<file path="config.mk">
export PLATFORM = sky130hd
export DESIGN_NAME = spi_rx
export DESIGN_NICKNAME = d
export VERILOG_FILES = /design/src/rtl/spi_rx.sv
export SDC_FILE = /design/constraint.sdc
export NUM_CORES = 1
export LEC_CHECK = 0
export ABC_AREA = 0
export BUFFER_PORTS_ARGS = -buffer_cell sky130_fd_sc_hd__buf_4
export CAP_MARGIN = 15
export CELL_PAD_IN_SITES_DETAIL_PLACEMENT = 2
export CELL_PAD_IN_SITES_GLOBAL_PLACEMENT = 2
export CORE_MARGIN = 2
export CORE_UTILIZATION = 45
export CTS_CLUSTER_SIZE = 25
export DETAILED_ROUTE_END_ITERATION = 10
export PLACE_DENSITY = 0.75
export SETUP_SLACK_MARGIN = 0.3
export SYNTH_ARGS = -nofsm -noshare
export SYNTH_HDL_FRONTEND = slang
export SYNTH_SLANG_ARGS = --single-unit
export TNS_END_PERCENT = 100
</file>
<file path="constraint.sdc">
create_clock -name i_Clk -period 2.7 [get_ports i_Clk]
set_input_delay 0.405 -clock i_Clk [delete_from_list [all_inputs] [get_ports i_Clk]]
set_output_delay 0.405 -clock i_Clk [all_outputs]
set_load 0.005 [all_outputs]
</file>
<file path="src/rtl/spi_rx.sv">
// SPI receiver: CLK idles high, data LSB first, bytes queued in a show-ahead FIFO.
// Define SPI_RX_FILTER_EN to add a two-sample glitch filter on the synchronized SPI clock.
module spi_rx #(
  parameter int FIFO_DEPTH = 4
) (
  input  logic       i_Clk,
  input  logic       i_Rst_n,
  input  logic       i_SPI_Stb,
  input  logic       i_SPI_Clk,
  input  logic       i_SPI_Dio,
  input  logic       i_Rd,
  output logic       o_Empty,
  output logic [7:0] o_Data,
  output logic       o_Is_Cmd,
  output logic       o_Frame_End,
  output logic       o_Frame_Err,
  output logic       o_Overflow
);

  localparam int          AW      = $clog2(FIFO_DEPTH);
  localparam logic [AW:0] DEPTH_C = (AW+1)'(FIFO_DEPTH);
`ifdef SPI_RX_FILTER_EN
  localparam logic [1:0]  SYNC_LAT = 2'd3;
`else
  localparam logic [1:0]  SYNC_LAT = 2'd2;
`endif

  typedef enum logic [1:0] {IDLE, RECV, CLOSE} state_t;

  logic [1:0] stb_sync_q, clk_sync_q, dio_sync_q;
  logic       stb_prev_q, clk_prev_q;
  logic       stb_use, clk_use, dio_use;
  logic       clk_rise, stb_fall, stb_rise;

  // Input synchronizers; reset to the idle-high level of the bus
  always_ff @(posedge i_Clk or negedge i_Rst_n) begin
    if (!i_Rst_n) begin
      stb_sync_q <= 2'b11;
      clk_sync_q <= 2'b11;
      dio_sync_q <= 2'b11;
      stb_prev_q <= 1'b1;
      clk_prev_q <= 1'b1;
    end else begin
      stb_sync_q <= {stb_sync_q[0], i_SPI_Stb};
      clk_sync_q <= {clk_sync_q[0], i_SPI_Clk};
      dio_sync_q <= {dio_sync_q[0], i_SPI_Dio};
      stb_prev_q <= stb_use;
      clk_prev_q <= clk_use;
    end
  end

`ifdef SPI_RX_FILTER_EN
  logic stb_dly_q, clk_dly_q, dio_dly_q;

  always_ff @(posedge i_Clk or negedge i_Rst_n) begin
    if (!i_Rst_n) begin
      stb_dly_q <= 1'b1;
      clk_dly_q <= 1'b1;
      dio_dly_q <= 1'b1;
    end else begin
      stb_dly_q <= stb_sync_q[1];
      clk_dly_q <= clk_sync_q[1];
      dio_dly_q <= dio_sync_q[1];
    end
  end

  // A new CLK level is taken only once two consecutive samples agree; otherwise hold
  assign clk_use = (clk_sync_q[1] == clk_dly_q) ? clk_sync_q[1] : clk_prev_q;
  assign stb_use = stb_dly_q;
  assign dio_use = dio_dly_q;
`else
  assign clk_use = clk_sync_q[1];
  assign stb_use = stb_sync_q[1];
  assign dio_use = dio_sync_q[1];
`endif

  assign clk_rise = clk_use & ~clk_prev_q;
  assign stb_fall = ~stb_use & stb_prev_q;
  assign stb_rise = stb_use & ~stb_prev_q;

  // Arming: STB must be seen high through a filled synchronizer before a frame can open
  logic [1:0] warm_q, warm_d;
  logic       arm_q, arm_d;

  always_comb begin
    warm_d = warm_q;
    if (warm_q != SYNC_LAT) begin
      warm_d = warm_q + 2'd1;
    end
    arm_d = arm_q | ((warm_q == SYNC_LAT) & stb_use);
  end

  always_ff @(posedge i_Clk or negedge i_Rst_n) begin
    if (!i_Rst_n) begin
      warm_q <= 2'd0;
      arm_q  <= 1'b0;
    end else begin
      warm_q <= warm_d;
      arm_q  <= arm_d;
    end
  end

  state_t     state_q, state_d;
  logic [2:0] bit_cnt_q, bit_cnt_d;
  logic       first_q, first_d;
  logic [7:0] shift_q, shift_d;
  logic       push_q, push_d;
  logic [8:0] push_data_q, push_data_d;
  logic       frame_end, frame_err;

  always_comb begin
    state_d     = state_q;
    bit_cnt_d   = bit_cnt_q;
    first_d     = first_q;
    shift_d     = shift_q;
    push_d      = 1'b0;
    push_data_d = push_data_q;
    frame_end   = 1'b0;
    frame_err   = 1'b0;
    unique case (state_q)
      IDLE: begin
        if (arm_q && stb_fall) begin
          state_d   = RECV;
          bit_cnt_d = 3'd0;
          shift_d   = 8'h00;
          first_d   = 1'b1;
        end
      end
      RECV: begin
        // A bit arriving with the closing STB edge is still counted
        if (clk_rise) begin
          shift_d = {dio_use, shift_q[7:1]};
          if (bit_cnt_q == 3'd7) begin
            push_d      = 1'b1;
            push_data_d = {first_q, dio_use, shift_q[7:1]};
            first_d     = 1'b0;
            bit_cnt_d   = 3'd0;
          end else begin
            bit_cnt_d = bit_cnt_q + 3'd1;
          end
        end
        if (stb_rise) begin
          state_d = CLOSE;
        end
      end
      CLOSE: begin
        frame_end = 1'b1;
        frame_err = (bit_cnt_q != 3'd0);
        state_d   = IDLE;
      end
      default: state_d = IDLE;
    endcase
  end

  always_ff @(posedge i_Clk or negedge i_Rst_n) begin
    if (!i_Rst_n) begin
      state_q   <= IDLE;
      bit_cnt_q <= 3'd0;
      first_q   <= 1'b0;
      push_q    <= 1'b0;
    end else begin
      state_q   <= state_d;
      bit_cnt_q <= bit_cnt_d;
      first_q   <= first_d;
      push_q    <= push_d;
    end
  end

  always_ff @(posedge i_Clk) begin
    shift_q     <= shift_d;
    push_data_q <= push_data_d;
  end

  assign o_Frame_End = frame_end;
  assign o_Frame_Err = frame_err;

  // Receive FIFO: a full FIFO still accepts a push when the same cycle pops
  logic [8:0]    mem_q [FIFO_DEPTH];
  logic [AW-1:0] wr_ptr_q, wr_ptr_d, rd_ptr_q, rd_ptr_d;
  logic [AW:0]   count_q, count_d;
  logic          ovf_q, ovf_d;
  logic          empty, full, do_push, do_pop;

  assign empty   = (count_q == '0);
  assign full    = (count_q == DEPTH_C);
  assign do_pop  = i_Rd & ~empty;
  assign do_push = push_q & (~full | do_pop);

  always_comb begin
    wr_ptr_d = wr_ptr_q;
    rd_ptr_d = rd_ptr_q;
    ovf_d    = ovf_q;
    if (do_push) begin
      wr_ptr_d = wr_ptr_q + 1'b1;
    end
    if (do_pop) begin
      rd_ptr_d = rd_ptr_q + 1'b1;
    end
    if (push_q && !do_push) begin
      ovf_d = 1'b1;
    end
    count_d = count_q + (AW+1)'(do_push) - (AW+1)'(do_pop);
  end

  always_ff @(posedge i_Clk or negedge i_Rst_n) begin
    if (!i_Rst_n) begin
      wr_ptr_q <= '0;
      rd_ptr_q <= '0;
      count_q  <= '0;
      ovf_q    <= 1'b0;
    end else begin
      wr_ptr_q <= wr_ptr_d;
      rd_ptr_q <= rd_ptr_d;
      count_q  <= count_d;
      ovf_q    <= ovf_d;
    end
  end

  always_ff @(posedge i_Clk) begin
    if (do_push) begin
      mem_q[wr_ptr_q] <= push_data_q;
    end
  end

  assign o_Empty    = empty;
  assign o_Data     = empty ? 8'h00 : mem_q[rd_ptr_q][7:0];
  assign o_Is_Cmd   = empty ? 1'b0  : mem_q[rd_ptr_q][8];
  assign o_Overflow = ovf_q;

endmodule
</file>
==> run_summary.xml <==
<?xml version="1.0" encoding="UTF-8"?>
<metrics>
  <group name="finish">
    <metric name="final_design_area_no_fill" unit="mm²">0.003580</metric>
    <metric name="final_net_count" unit="">213</metric>
    <metric name="syn_to_final_growth" unit="%">15.32</metric>
    <metric name="final_common_cell" unit="">sky130_fd_sc_hd__edfxtp_1</metric>
    <metric name="antennaDiodeCount" unit="">0</metric>
    <metric name="layout_common_cells" unit="">sky130_fd_sc_hd__edfxtp_1, sky130_fd_sc_hd__buf_4, sky130_fd_sc_hd__dfrtp_1</metric>
    <metric name="share_of_post_route_cells_with_drive_strength_above_1" unit="%">32.34</metric>
    <metric name="layoutNonFillerInstCount" unit="">281</metric>
    <metric name="final_core_util" unit="%">53.28</metric>
  </group>
  <group name="worst_setup_path">
    <metric name="criticalPathCategory" unit="">reg -&gt; out</metric>
    <metric name="worst_ep_arrival_time" unit="ps">1810</metric>
    <metric name="worst-path-max-fanout" unit="">11</metric>
    <metric name="worstSetupStartpointType" unit="">flip-flop</metric>
    <metric name="worst_r2r_path_depth" unit="">8</metric>
    <metric name="r2r_setup_slack" unit="ps">600</metric>
    <metric name="reg2reg_from" unit="">count_q[2]</metric>
    <metric name="worst-endpoint-required" unit="ps">2300</metric>
    <metric name="worstReg2RegEnd" unit="">count_q[2]</metric>
    <metric name="crit_path_end_kind" unit="">output port</metric>
  </group>
  <group name="hold_path">
    <metric name="timing.hold.worst_path_depth" unit="">1</metric>
    <metric name="hold_crit_class" unit="">in -&gt; reg</metric>
    <metric name="endpoint_worst_hold" unit="">dio_sync_q[0]</metric>
    <metric name="min_from" unit="">i_SPI_Dio</metric>
  </group>
  <group name="sta">
    <metric name="finalSetupViolations" unit="">0</metric>
    <metric name="rsz_0062_raised_after_global_routing" unit="">false</metric>
    <metric name="clock_skew" unit="ps">10.34</metric>
    <metric name="max-slew-margin-rel" unit="%">60.52</metric>
    <metric name="slew_limit_fails" unit="">0</metric>
    <metric name="final_layout_setup_total_negative_slack" unit="ps">0</metric>
    <metric name="setup_slack" unit="ps">482.4</metric>
    <metric name="final_clock_period_utilization_by_the_worst_path" unit="%">82.13</metric>
    <metric name="maxClockFrequency" unit="GHz">0.4509</metric>
    <metric name="final.min_clock_period" unit="ps">2218</metric>
    <metric name="hold-worst-slack" unit="ps">172.0</metric>
    <metric name="max_slew.worst_pin.slew" unit="ps">592.2</metric>
    <metric name="count_of_endpoints_failing_hold_in_the_final_timing_report" unit="">0</metric>
  </group>
  <group name="power">
    <metric name="power.internal" unit="mW">2.413</metric>
    <metric name="power.density" unit="mW/mm²">906.1</metric>
    <metric name="leakagePower" unit="nW">1.386</metric>
    <metric name="ir_drop" unit="V">0.0004040</metric>
    <metric name="power_frac_comb" unit="%">21.8</metric>
    <metric name="power.share.sequential" unit="%">46.4</metric>
    <metric name="power_frac_clock" unit="%">31.8</metric>
    <metric name="totalPowerFinal" unit="mW">3.244</metric>
    <metric name="power.net_switching" unit="µW">830.1</metric>
    <metric name="swShare" unit="%">25.59</metric>
  </group>
  <group name="cts">
    <metric name="cts-htree-levels" unit="">3</metric>
    <metric name="cts.repair_timing.setup_buffer_count" unit="">0</metric>
    <metric name="number_of_clock_sinks" unit="">78</metric>
    <metric name="worst_setup_hold_path_clk_slew" unit="ps">80</metric>
    <metric name="bufs_on_longest_clock_path" unit="">2</metric>
    <metric name="clock_buffer_count_from_cts" unit="">9</metric>
    <metric name="cts_root_buf" unit="">sky130_fd_sc_hd__clkbuf_8</metric>
    <metric name="cts_tree" unit="">built</metric>
    <metric name="worst_skew_pair.late_latency" unit="ps">340</metric>
  </group>
  <group name="global_route">
    <metric name="antenna_found_initial" unit="">0</metric>
    <metric name="vias_in_the_first_global_route" unit="">1742</metric>
    <metric name="globalRouteTotalUtil" unit="%">18.89</metric>
    <metric name="wire_length_of_the_first_global_routing_pass" unit="µm">9970</metric>
    <metric name="grt.overflow.total" unit="">0</metric>
    <metric name="grt_start_max_net_pins" unit="">27</metric>
  </group>
  <group name="logic_synthesis">
    <metric name="synth.ff_latch_count" unit="">78</metric>
    <metric name="syn_nets" unit="">185</metric>
    <metric name="synth-edff-count" unit="">52</metric>
    <metric name="mappedNetlistArea" unit="mm²">0.003104</metric>
    <metric name="syn_area_per_cell" unit="µm²">18.48</metric>
    <metric name="asyncSetResetFlopFracSynth" unit="%">33.33</metric>
    <metric name="synthesis.instances" unit="">168</metric>
    <metric name="synthDistinctLibCells" unit="">34</metric>
    <metric name="yosysTopAreaCellShare" unit="%">50.30</metric>
    <metric name="synth_top_area_cell" unit="">sky130_fd_sc_hd__edfxtp_1</metric>
    <metric name="sequential_fraction_of_the_synthesis_area" unit="%">71.58</metric>
    <metric name="synth-warning-count" unit="">0</metric>
    <metric name="most_used_flip_flop_cell_after_synthesis" unit="">sky130_fd_sc_hd__edfxtp_1</metric>
    <metric name="synth.area.top_cells" unit="">sky130_fd_sc_hd__edfxtp_1, sky130_fd_sc_hd__dfrtp_1, sky130_fd_sc_hd__dfstp_2</metric>
  </group>
  <group name="placed_design">
    <metric name="place.detailed.instances" unit="">264</metric>
    <metric name="place_hpwl" unit="µm">4684</metric>
    <metric name="routabilityCongestion" unit="">0.7560</metric>
    <metric name="pre_cts_ws" unit="ps">561.8</metric>
    <metric name="placed_area" unit="mm²">0.003331</metric>
    <metric name="place.port_buffers" unit="">18</metric>
  </group>
  <group name="route">
    <metric name="antenna_left" unit="">0</metric>
    <metric name="route.detailed.drc" unit="">0</metric>
    <metric name="wire_per_inst" unit="µm">22.50</metric>
    <metric name="drt-pass1-iter-count" unit="">4</metric>
    <metric name="wl" unit="µm">6322</metric>
    <metric name="routed-via-count" unit="">1466</metric>
    <metric name="drt_iter0_markers" unit="">89</metric>
    <metric name="drt-vias-per-instance" unit="">5.217</metric>
  </group>
  <group name="floorplan">
    <metric name="initial_utilization" unit="%">46.20</metric>
    <metric name="io_pins" unit="">19</metric>
    <metric name="die_height" unit="µm">87.06</metric>
    <metric name="design.die.area" unit="mm²">0.007579</metric>
    <metric name="placement_rows" unit="">30</metric>
    <metric name="die_x" unit="µm">87.06</metric>
    <metric name="core_region_area" unit="mm²">0.006719</metric>
  </group>
  <group name="outcome">
    <metric name="outcome" unit="">finished clean</metric>
  </group>
  <group name="job">
    <metric name="timing.max_cap.violations" unit="">0</metric>
  </group>
</metrics>
power by group through the flow:
| stage | Sequential (mW) | Clock, mW | Combinational [mW] |
|---|---|---|---|
| 3_3_place_gp | 1.52 | 0 | 0.656 |
| 4_1_cts | 1.51 | 1.05 | 0.723 |
| 2_1_floorplan | 1.43 | 0 | 0.535 |
| 3_5_place_dp | 1.53 | 0 | 0.714 |
| 6_report | 1.50 | 1.03 | 0.708 |
| 5_1_grt | 1.53 | 1.10 | 0.777 |
layer usage:
metal,vias to the layer above,share of wire (%),GRT usage (%)
li1,664,-,-
met1,766,38,20.65
met2,26,58,36.64
met3,10,2.2,3.507
met4,0,1.3,5.540
met5,-,0,0
Yosys cell counts (2+ instances only):
| library cell | n |
|---|---|
| sky130_fd_sc_hd__edfxtp_1 | 52 |
| sky130_fd_sc_hd__nand2_1 | 5 |
| sky130_fd_sc_hd__dfrtp_1 | 18 |
| sky130_fd_sc_hd__xor2_1 | 3 |
| sky130_fd_sc_hd__ha_1 | 10 |
| sky130_fd_sc_hd__mux4_2 | 8 |
| sky130_fd_sc_hd__xnor2_1 | 3 |
| sky130_fd_sc_hd__and2_1 | 12 |
| sky130_fd_sc_hd__nor2b_4 | 8 |
| sky130_fd_sc_hd__a21o_1 | 3 |
| sky130_fd_sc_hd__nor2b_1 | 4 |
| sky130_fd_sc_hd__inv_1 | 10 |
| sky130_fd_sc_hd__nor2_1 | 2 |
| sky130_fd_sc_hd__o31ai_1 | 3 |
| sky130_fd_sc_hd__dfstp_2 | 8 |
logic make-up after synthesis:
group,count (synthesis),synth area share (%)
adders and majority gates,11,4.676
buffers and inverters,14,2.136
xor gates and xnor gates,6,1.693
DFF,78,71.58
muxes,10,7.134
and+or+nand+nor,40,10.64
AOI/OAI and AO/OA,9,2.136
sequential cells by signal, indices dropped and copies added (netlist names):
| name | count |
|---|---|
| push_data_q | 9 |
| clk_sync_q | 2 |
| clk_prev_q | 1 |
| rd_ptr_q | 2 |
| count_q | 3 |
| stb_prev_q | 1 |
| first_q | 1 |
| shift_q | 7 |
| state_q | 2 |
| stb_sync_q | 2 |
| arm_q | 1 |
| mem_q | 36 |
| dio_sync_q | 2 |
| o_Overflow | 1 |
| wr_ptr_q | 2 |
| push_q | 1 |
| warm_q | 2 |
| bit_cnt_q | 3 |
worst max-delay path: stages (launching register included):
cell,delay (ps)
sky130_fd_sc_hd__dfrtp_2,590
sky130_fd_sc_hd__mux4_1,590
sky130_fd_sc_hd__nor2b_1,150
sky130_fd_sc_hd__buf_4,150
repair_timing:
action / in CTS / in global routing
hold endpoints to repair: 18 / 0
setup endpoints to repair: 6 / 0
hold buffers: 1 / 0
gates resized for setup: 1 / 0
layout make-up:
cell class	instances	area (µm²)
fillers	607	3139
flip-flops and latches	78	2223
multi-input cells	76	820.8
repair buffers	21	160.2
clock buffers	10	127.6
clock inverters	6	110.1
well taps	80	100.1
inverters	10	37.54
worst max path at each step:
stage	from	cells past startpoint	end	slack, ps
final	rd_ptr_q[0]	3	o_Data[0]	480
after floorplan	count_q[2]	8	count_q[2]	810
after global placement	rd_ptr_q[0]	3	o_Data[0]	640
after detailed placement	i_Rd	9	count_q[2]	560
after global routing	rd_ptr_q[0]	3	o_Data[0]	380
after CTS	rd_ptr_q[0]	3	o_Data[0]	450
Power figures use the tool's default switching activity.
